## src/rtl/mem_stage_pkg.sv

```systemverilog
// rtl/mem_stage_pkg.sv - shared RV32I pipeline types for the MEM stage
package mem_stage_pkg;

    typedef enum logic [2:0] {
        LD_LB  = 3'b000,
        LD_LH  = 3'b001,
        LD_LW  = 3'b010,
        LD_LBU = 3'b100,
        LD_LHU = 3'b101
    } load_funct3_t;

    typedef enum logic [2:0] {
        ST_SB = 3'b000,
        ST_SH = 3'b001,
        ST_SW = 3'b010
    } store_funct3_t;

    typedef enum logic [1:0] {
        IDLE,
        WAIT,
        HOLD
    } mem_state_t;

    typedef enum logic [1:0] {
        FWD_ALU,
        FWD_CMP,
        FWD_UIMM
    } fwd_sel_t;

    typedef struct packed {
        logic       regf_we;
        logic       mem_read;
        logic       mem_write;
        logic [2:0] funct3;
        fwd_sel_t   fwd_sel;
    } ctrl_wd_t;

    typedef struct packed {
        logic [31:0] pc_rdata;
        logic [31:0] mem_addr;
        logic [3:0]  mem_rmask;
        logic [3:0]  mem_wmask;
        logic [31:0] mem_rdata;
        logic [31:0] mem_wdata;
    } rvfi_t;

    typedef struct packed {
        ctrl_wd_t    ctrl_wd;
        logic [31:0] alu_out;
        logic [31:0] mar;
        logic [31:0] mem_data_out;
        logic [31:0] u_imm;
        logic [4:0]  rd;
        logic        cmp_out;
        rvfi_t       rvfi_d;
    } EX_MEM_stage_t;

    typedef struct packed {
        ctrl_wd_t    ctrl_wd;
        logic [31:0] alu_out;
        logic        cmp_out;
        logic [31:0] u_imm;
        logic [31:0] load_data;
        logic [4:0]  rd;
        rvfi_t       rvfi_d;
    } MEM_WB_stage_t;

    // size is funct3[1:0]: 0 byte, 1 half, otherwise word
    function automatic logic [3:0] byte_mask(input logic [1:0] size, input logic [1:0] off);
        logic [3:0] m;
        case (size)
            2'b00:   m = 4'b0001 << off;
            2'b01:   m = 4'b0011 << off;
            default: m = 4'b1111;
        endcase
        return m;
    endfunction

endpackage

```

## src/rtl/mem_stage_load_align.sv

```systemverilog
// rtl/mem_stage_load_align.sv - lane select and sign/zero extension of load data
module load_align
    import mem_stage_pkg::*;
(
    input  logic [31:0] rdata_i,
    input  logic [1:0]  off_i,
    input  logic [2:0]  funct3_i,
    output logic [31:0] load_data_o
);

    logic [15:0] shifted;

    always_comb begin
        shifted = 16'(rdata_i >> {off_i, 3'b000});
        case (load_funct3_t'(funct3_i))
            LD_LB:   load_data_o = {{24{shifted[7]}}, shifted[7:0]};
            LD_LH:   load_data_o = {{16{shifted[15]}}, shifted[15:0]};
            LD_LBU:  load_data_o = {24'b0, shifted[7:0]};
            LD_LHU:  load_data_o = {16'b0, shifted[15:0]};
            default: load_data_o = rdata_i;
        endcase
    end

endmodule

```

## src/rtl/mem_stage.sv

```systemverilog
// rtl/mem_stage.sv - RV32I MEM stage: D-cache handshake, load align, MEM/WB register
// Optional MEM_RVFI_EN: fill rvfi_d memory fields at commit.
module mem_stage
    import mem_stage_pkg::*;
(
    input  logic          clk,
    input  logic          rst,
    input  EX_MEM_stage_t ex_mem_in,
    input  logic          ex_mem_valid,
    input  logic          stall_in,
    output logic [31:0]   dmem_address,
    output logic          dmem_read,
    output logic          dmem_write,
    output logic [3:0]    dmem_mbe,
    output logic [31:0]   dmem_wdata,
    input  logic [31:0]   dmem_rdata,
    input  logic          dmem_resp,
    output logic          mem_stall,
    output logic [31:0]   ex_mem_rd_data,
    output MEM_WB_stage_t mem_wb_out,
    output logic          mem_wb_valid
);

    mem_state_t    state_q, state_d;
    logic [31:0]   hold_rdata_q, hold_rdata_d;
    MEM_WB_stage_t mem_wb_d;
    logic          mem_wb_valid_d;
    logic          mem_op, req_active, commit, hold_capture;
    logic [1:0]    off;
    logic [31:0]   rdata_src, load_data;

    assign mem_op       = ex_mem_valid & (ex_mem_in.ctrl_wd.mem_read | ex_mem_in.ctrl_wd.mem_write);
    assign off          = ex_mem_in.mar[1:0];
    // Reset kills the request combinationally; the D-cache tolerates an abandoned access.
    assign req_active   = mem_op & (state_q != HOLD) & ~rst;
    assign dmem_address = {ex_mem_in.mar[31:2], 2'b00};
    assign dmem_read    = req_active & ex_mem_in.ctrl_wd.mem_read;
    assign dmem_write   = req_active & ex_mem_in.ctrl_wd.mem_write;
    assign dmem_mbe     = (ex_mem_valid & ex_mem_in.ctrl_wd.mem_write)
                          ? byte_mask(ex_mem_in.ctrl_wd.funct3[1:0], off) : 4'b0000;
    assign dmem_wdata   = ex_mem_in.mem_data_out;
    assign mem_stall    = mem_op & (state_q != HOLD) & ~dmem_resp;
    assign commit       = ~mem_stall & ~stall_in;
    assign hold_capture = mem_op & (state_q != HOLD) & dmem_resp & stall_in;
    assign rdata_src    = (state_q == HOLD) ? hold_rdata_q : dmem_rdata;

    load_align u_load_align (
        .rdata_i     (rdata_src),
        .off_i       (off),
        .funct3_i    (ex_mem_in.ctrl_wd.funct3),
        .load_data_o (load_data)
    );

    always_comb begin
        case (ex_mem_in.ctrl_wd.fwd_sel)
            FWD_CMP:  ex_mem_rd_data = {31'b0, ex_mem_in.cmp_out};
            FWD_UIMM: ex_mem_rd_data = ex_mem_in.u_imm;
            default:  ex_mem_rd_data = ex_mem_in.alu_out;
        endcase
    end

    always_comb begin
        state_d      = state_q;
        hold_rdata_d = hold_rdata_q;
        if (hold_capture) hold_rdata_d = dmem_rdata;
        case (state_q)
            IDLE: begin
                if (mem_op) begin
                    if (!dmem_resp)    state_d = WAIT;
                    else if (stall_in) state_d = HOLD;
                end
            end
            WAIT: begin
                if (!mem_op)        state_d = IDLE;
                else if (dmem_resp) state_d = stall_in ? HOLD : IDLE;
            end
            HOLD: begin
                if (!stall_in) state_d = IDLE;
            end
            default: state_d = IDLE;
        endcase
    end

    always_comb begin
        mem_wb_d       = mem_wb_out;
        mem_wb_valid_d = mem_wb_valid;
        if (commit) begin
            mem_wb_d.ctrl_wd   = ex_mem_in.ctrl_wd;
            mem_wb_d.alu_out   = ex_mem_in.alu_out;
            mem_wb_d.cmp_out   = ex_mem_in.cmp_out;
            mem_wb_d.u_imm     = ex_mem_in.u_imm;
            mem_wb_d.load_data = load_data;
            mem_wb_d.rd        = ex_mem_in.rd;
            mem_wb_d.rvfi_d    = ex_mem_in.rvfi_d;
`ifdef MEM_RVFI_EN
            mem_wb_d.rvfi_d.mem_addr  = dmem_address;
            mem_wb_d.rvfi_d.mem_rmask = (mem_op & ex_mem_in.ctrl_wd.mem_read)
                                        ? byte_mask(ex_mem_in.ctrl_wd.funct3[1:0], off) : 4'b0000;
            mem_wb_d.rvfi_d.mem_wmask = dmem_mbe;
            mem_wb_d.rvfi_d.mem_rdata = rdata_src;
            mem_wb_d.rvfi_d.mem_wdata = dmem_wdata;
`endif
            mem_wb_valid_d     = ex_mem_valid;
        end
    end

    always_ff @(posedge clk or posedge rst) begin
        if (rst) begin
            state_q      <= IDLE;
            hold_rdata_q <= '0;
            mem_wb_out   <= '0;
            mem_wb_valid <= 1'b0;
        end else begin
            state_q      <= state_d;
            hold_rdata_q <= hold_rdata_d;
            mem_wb_out   <= mem_wb_d;
            mem_wb_valid <= mem_wb_valid_d;
        end
    end

endmodule
```

## config.mk

```make
export PLATFORM = sky130hd
export DESIGN_NAME = mem_stage
export DESIGN_NICKNAME = d
export VERILOG_FILES = /design/src/rtl/mem_stage_pkg.sv /design/src/rtl/mem_stage_load_align.sv /design/src/rtl/mem_stage.sv
export SDC_FILE = /design/constraint.sdc
export NUM_CORES = 1
export LEC_CHECK = 0
export ABC_AREA = 1
export BUFFER_PORTS_ARGS = -buffer_cell sky130_fd_sc_hd__clkbuf_2
export CAP_MARGIN = 20
export CORE_AREA = 2 2 262 264
export DETAILED_ROUTE_END_ITERATION = 8
export DIE_AREA = 0 0 264 266
export PLACE_DENSITY = 0.49
export SLEW_MARGIN = 20
export SYNTH_ARGS = -nofsm -noshare
export SYNTH_HDL_FRONTEND = slang
export SYNTH_SLANG_ARGS = --single-unit
```

## constraint.sdc

```tcl
create_clock -name clk -period 16.8 [get_ports clk]
set_clock_uncertainty 0.05 [all_clocks]
set_input_delay 1.68 -clock clk [delete_from_list [all_inputs] [get_ports clk]]
set_output_delay 1.68 -clock clk [all_outputs]
set_load 0.01 [all_outputs]
```

==> results.sh <==
export IMPL_fmax_mhz=194
export IMPL_yosys_register_bits=281
export IMPL_yosysUniqueCellTypes=32
export IMPL_syn_area_um2=12800
export IMPL_synth_top_cell_by_area="dfrtp_1"
export IMPL_hold_violations=0
export IMPL_seq_area_frac_synth_pct=55.1
export IMPL_outcome="finished clean"
export IMPL_cts_path_max_buffers=3
export IMPL_vias=11400
export IMPL_io_buffers=538
export IMPL_vdd_drop_max_mv=0.0580
export IMPL_cap_violations=0
export IMPL_routed_wl_mm=45.1
export IMPL_cts_resized_gates=0
export IMPL_crit_slowest_cell="clkinv_1"
export IMPL_cts_max_level=2
export IMPL_syn2layout_area_growth_pct=32.9
export IMPL_postRouteAntennaNets=0
export IMPL_rsz0062_at_grt="false"
export IMPL_grt_pass1_wl_mm=67.8
export IMPL_overflow=0
export IMPL_antenna_cells=0
export IMPL_final_period_minus_worst_setup_slack_ns=5.17
export IMPL_power_internal_uw=1520
export IMPL_gp_congestion=0.814
export IMPL_synth_edf_count=0
export IMPL_synth_top_flop_cell="dfrtp_1"
export IMPL_cp_end_kind="output port"
export IMPL_crit_top_cell="clkbuf_2"
export IMPL_root_buffer="clkbuf_16"
export IMPL_p_sw_share_pct=33.2
export IMPL_clkPwrFrac_pct=34.6
export IMPL_syn_area_per_cell_um2=8.25
export IMPL_clock_sinks=281
export IMPL_start_util_pct=18.8
export IMPL_hp_class="flop to flop"
export IMPL_dr_pass1_iters=5
export IMPL_max_stage_delay_ns=0.44
export IMPL_drt_iter0_markers=777
export IMPL_grt_max_degree=104
export IMPL_crit_fanout=31
export IMPL_finalMaxSlewViolations=0
export IMPL_avgViaCountPerCell=3.92
export IMPL_dieArea_um2=70200
export IMPL_tightest_slew_ns=1.05
export IMPL_p_seq_share_pct=39.7
export IMPL_seq_area_um2=7030
export IMPL_layout_drive_gt1_share_pct=31.7
export IMPL_grt_pass1_vias=11100
export IMPL_path_class="input port to output port"
export IMPL_totalNegativeSetupSlack_ns=0
export IMPL_netlist_instances=1547
export IMPL_drc=0
export IMPL_cts_tree="yes"
export IMPL_nets=2310
export IMPL_dieWidth_um=264
export IMPL_crit_arrival_ns=3.44
export IMPL_ctsHoldBuffers=0
export IMPL_async_flop_share_pct=100
export IMPL_min_period_over_period_pct=30.8
export IMPL_die_h_um=266
export IMPL_cts_reportedPaths_clkPinSlew_ns=0.06
export IMPL_dp_cells=2837
export IMPL_stdcell_count=2897
export IMPL_powerDensity_nw_per_um2=134
export IMPL_cts_setup_buffers=0
export IMPL_yosys_area_top_type_share_pct=55.1
export IMPL_numCtsBuffers=35
export IMPL_layout_common_cells="nand2_1 (686), clkbuf_2 (538), dfrtp_1 (281)"
export IMPL_layout_commonest_cell="nand2_1"
export IMPL_grt_usage_pct=12.4
export IMPL_ios=665
export IMPL_wl_per_cell_um=15.6
export IMPL_hold_start="mem_wb_out[100]"
export IMPL_p_comb_share_pct=25.8
export IMPL_nFillCells=7550
export IMPL_clkLatencyLatePin_ns=0.53
export IMPL_power_total_uw=2270
export IMPL_ys_warnings_count=0
export IMPL_leakage_uw=0.00950
export IMPL_core_um2=67700
export IMPL_multi_input_area_um2=4340
export IMPL_dp_hpwl_mm=34.1
export IMPL_finalSetupViolCount=0
export IMPL_reg2reg_from="state_q[1]"
export IMPL_cp_cell_sequence="clkbuf_2, inv_1, ha_1, clkinv_1, nand2_1, buf_4, o22ai_1, clkbuf_2"
export IMPL_synth_area_leaders="dfrtp_1 (55%), nand2_1 (20%), buf_4 (5.1%), inv_1 (3.4%), o21ai_0 (2.8%)"
export IMPL_start_kind="input port"
export IMPL_critical_path_required_ns=15.07
export IMPL_num_rows=96
export IMPL_max_slew_margin_pct=29.9
export IMPL_antenna_found_initial=0
export IMPL_startpoint="ex_mem_in[270]"
export IMPL_p_switching_uw=755
-- Yosys cell counts, types with 2 or more instances --
library cell,n
o22ai_1,38
o21ai_2,4
dfrtp_1,281
or2_2,3
o21a_1,17
buf_2,39
nand2_2,13
buf_4,86
nand3_1,26
nand3_2,3
nor2_1,37
o211ai_1,9
inv_1,116
o21ai_1,49
buf_6,2
a21oi_1,19
ha_1,2
clkbuf_1,15
nand3b_1,8
nand2_1,686
a31oi_1,2
nand2_4,2
o21ai_0,71
or2_0,6
inv_2,6
-- state kept, by name (all words and copies together), names as in the netlist --
| register | cells |
|---|---|
| hold_rdata_q | 32 |
| mem_wb_out | 246 |
| state_q | 2 |
| mem_wb_valid | 1 |
-- metrics by stage --
stage	hold WS, ns	instance area (µm²)	utilization [%]	setup slack, ns
5_1_grt	0.439	17000	25.0	11.44
2_1_floorplan	0.394	12800	-	6.85
3_3_place_gp	0.409	15700	23.2	11.22
4_1_cts	0.429	16900	25.0	11.16
3_5_place_dp	0.414	15700	23.2	11.16
6_report	0.425	17000	25.0	11.63
-- worst paths after layout --
| path | endpoint | cells past startpoint | slack [ns] |
|---|---|---|---|
| max in group asynchronous | mem_wb_out[211] | 5 | 12.89 |
| hold reg to reg | mem_wb_out[100] | 2 | 0.43 |
| hold / removal | mem_wb_out[100] | 2 | 0.43 |
| setup / recovery | ex_mem_rd_data[22] | 8 | 11.63 |
| setup reg to reg | mem_wb_out[235] | 8 | 13.13 |
| min in group asynchronous | mem_wb_out[60] | 2 | 1.12 |
-- cells by family after synthesis --
logic type | Yosys count | synth area share (%)
other | 1 | 0.0294
AOI/OAI and AO/OA | 210 | 9.29
buffers and inverters | 266 | 10.9
and+or+nand+nor | 787 | 24.4
adders and majority gates | 2 | 0.196
DFF | 281 | 55.1
-- per-layer routing --
metal,global-route usage (%),vias up,routed length [µm]
li1,-,5639,-
met1,14.8,5227,18600
met4,4.75,0,1670
met2,20.8,407,21500
met3,3.96,94,3330
met5,0,-,0
-- cell type report --
cell class              count  area share, %
flip-flops and latches    281           41.5
multi-input cells        1001           25.6
repair buffers            551           16.6
well taps                 882           6.51
clock buffers              52           6.38
inverters                 123           2.78
clock inverters             7          0.701
-- power groups by stage --
stage	clock (µW)	combinational (µW)	sequential [µW]
6_report	786	586	902
5_1_grt	843	660	923
4_1_cts	816	599	904
3_5_place_dp	0	597	913
3_3_place_gp	0	596	912
2_1_floorplan	0	301	952
-- critical path: cells and delay by family --
family	cells	cell delay (ns)
AO/OA/AOI/OAI	1	0.14
adder cells (fa/ha/maj)	1	0.27
buffers and inverters	5	1.13
AND/OR/NAND/NOR	1	0.19
Note: power is estimated with default switching activity, not from simulation.
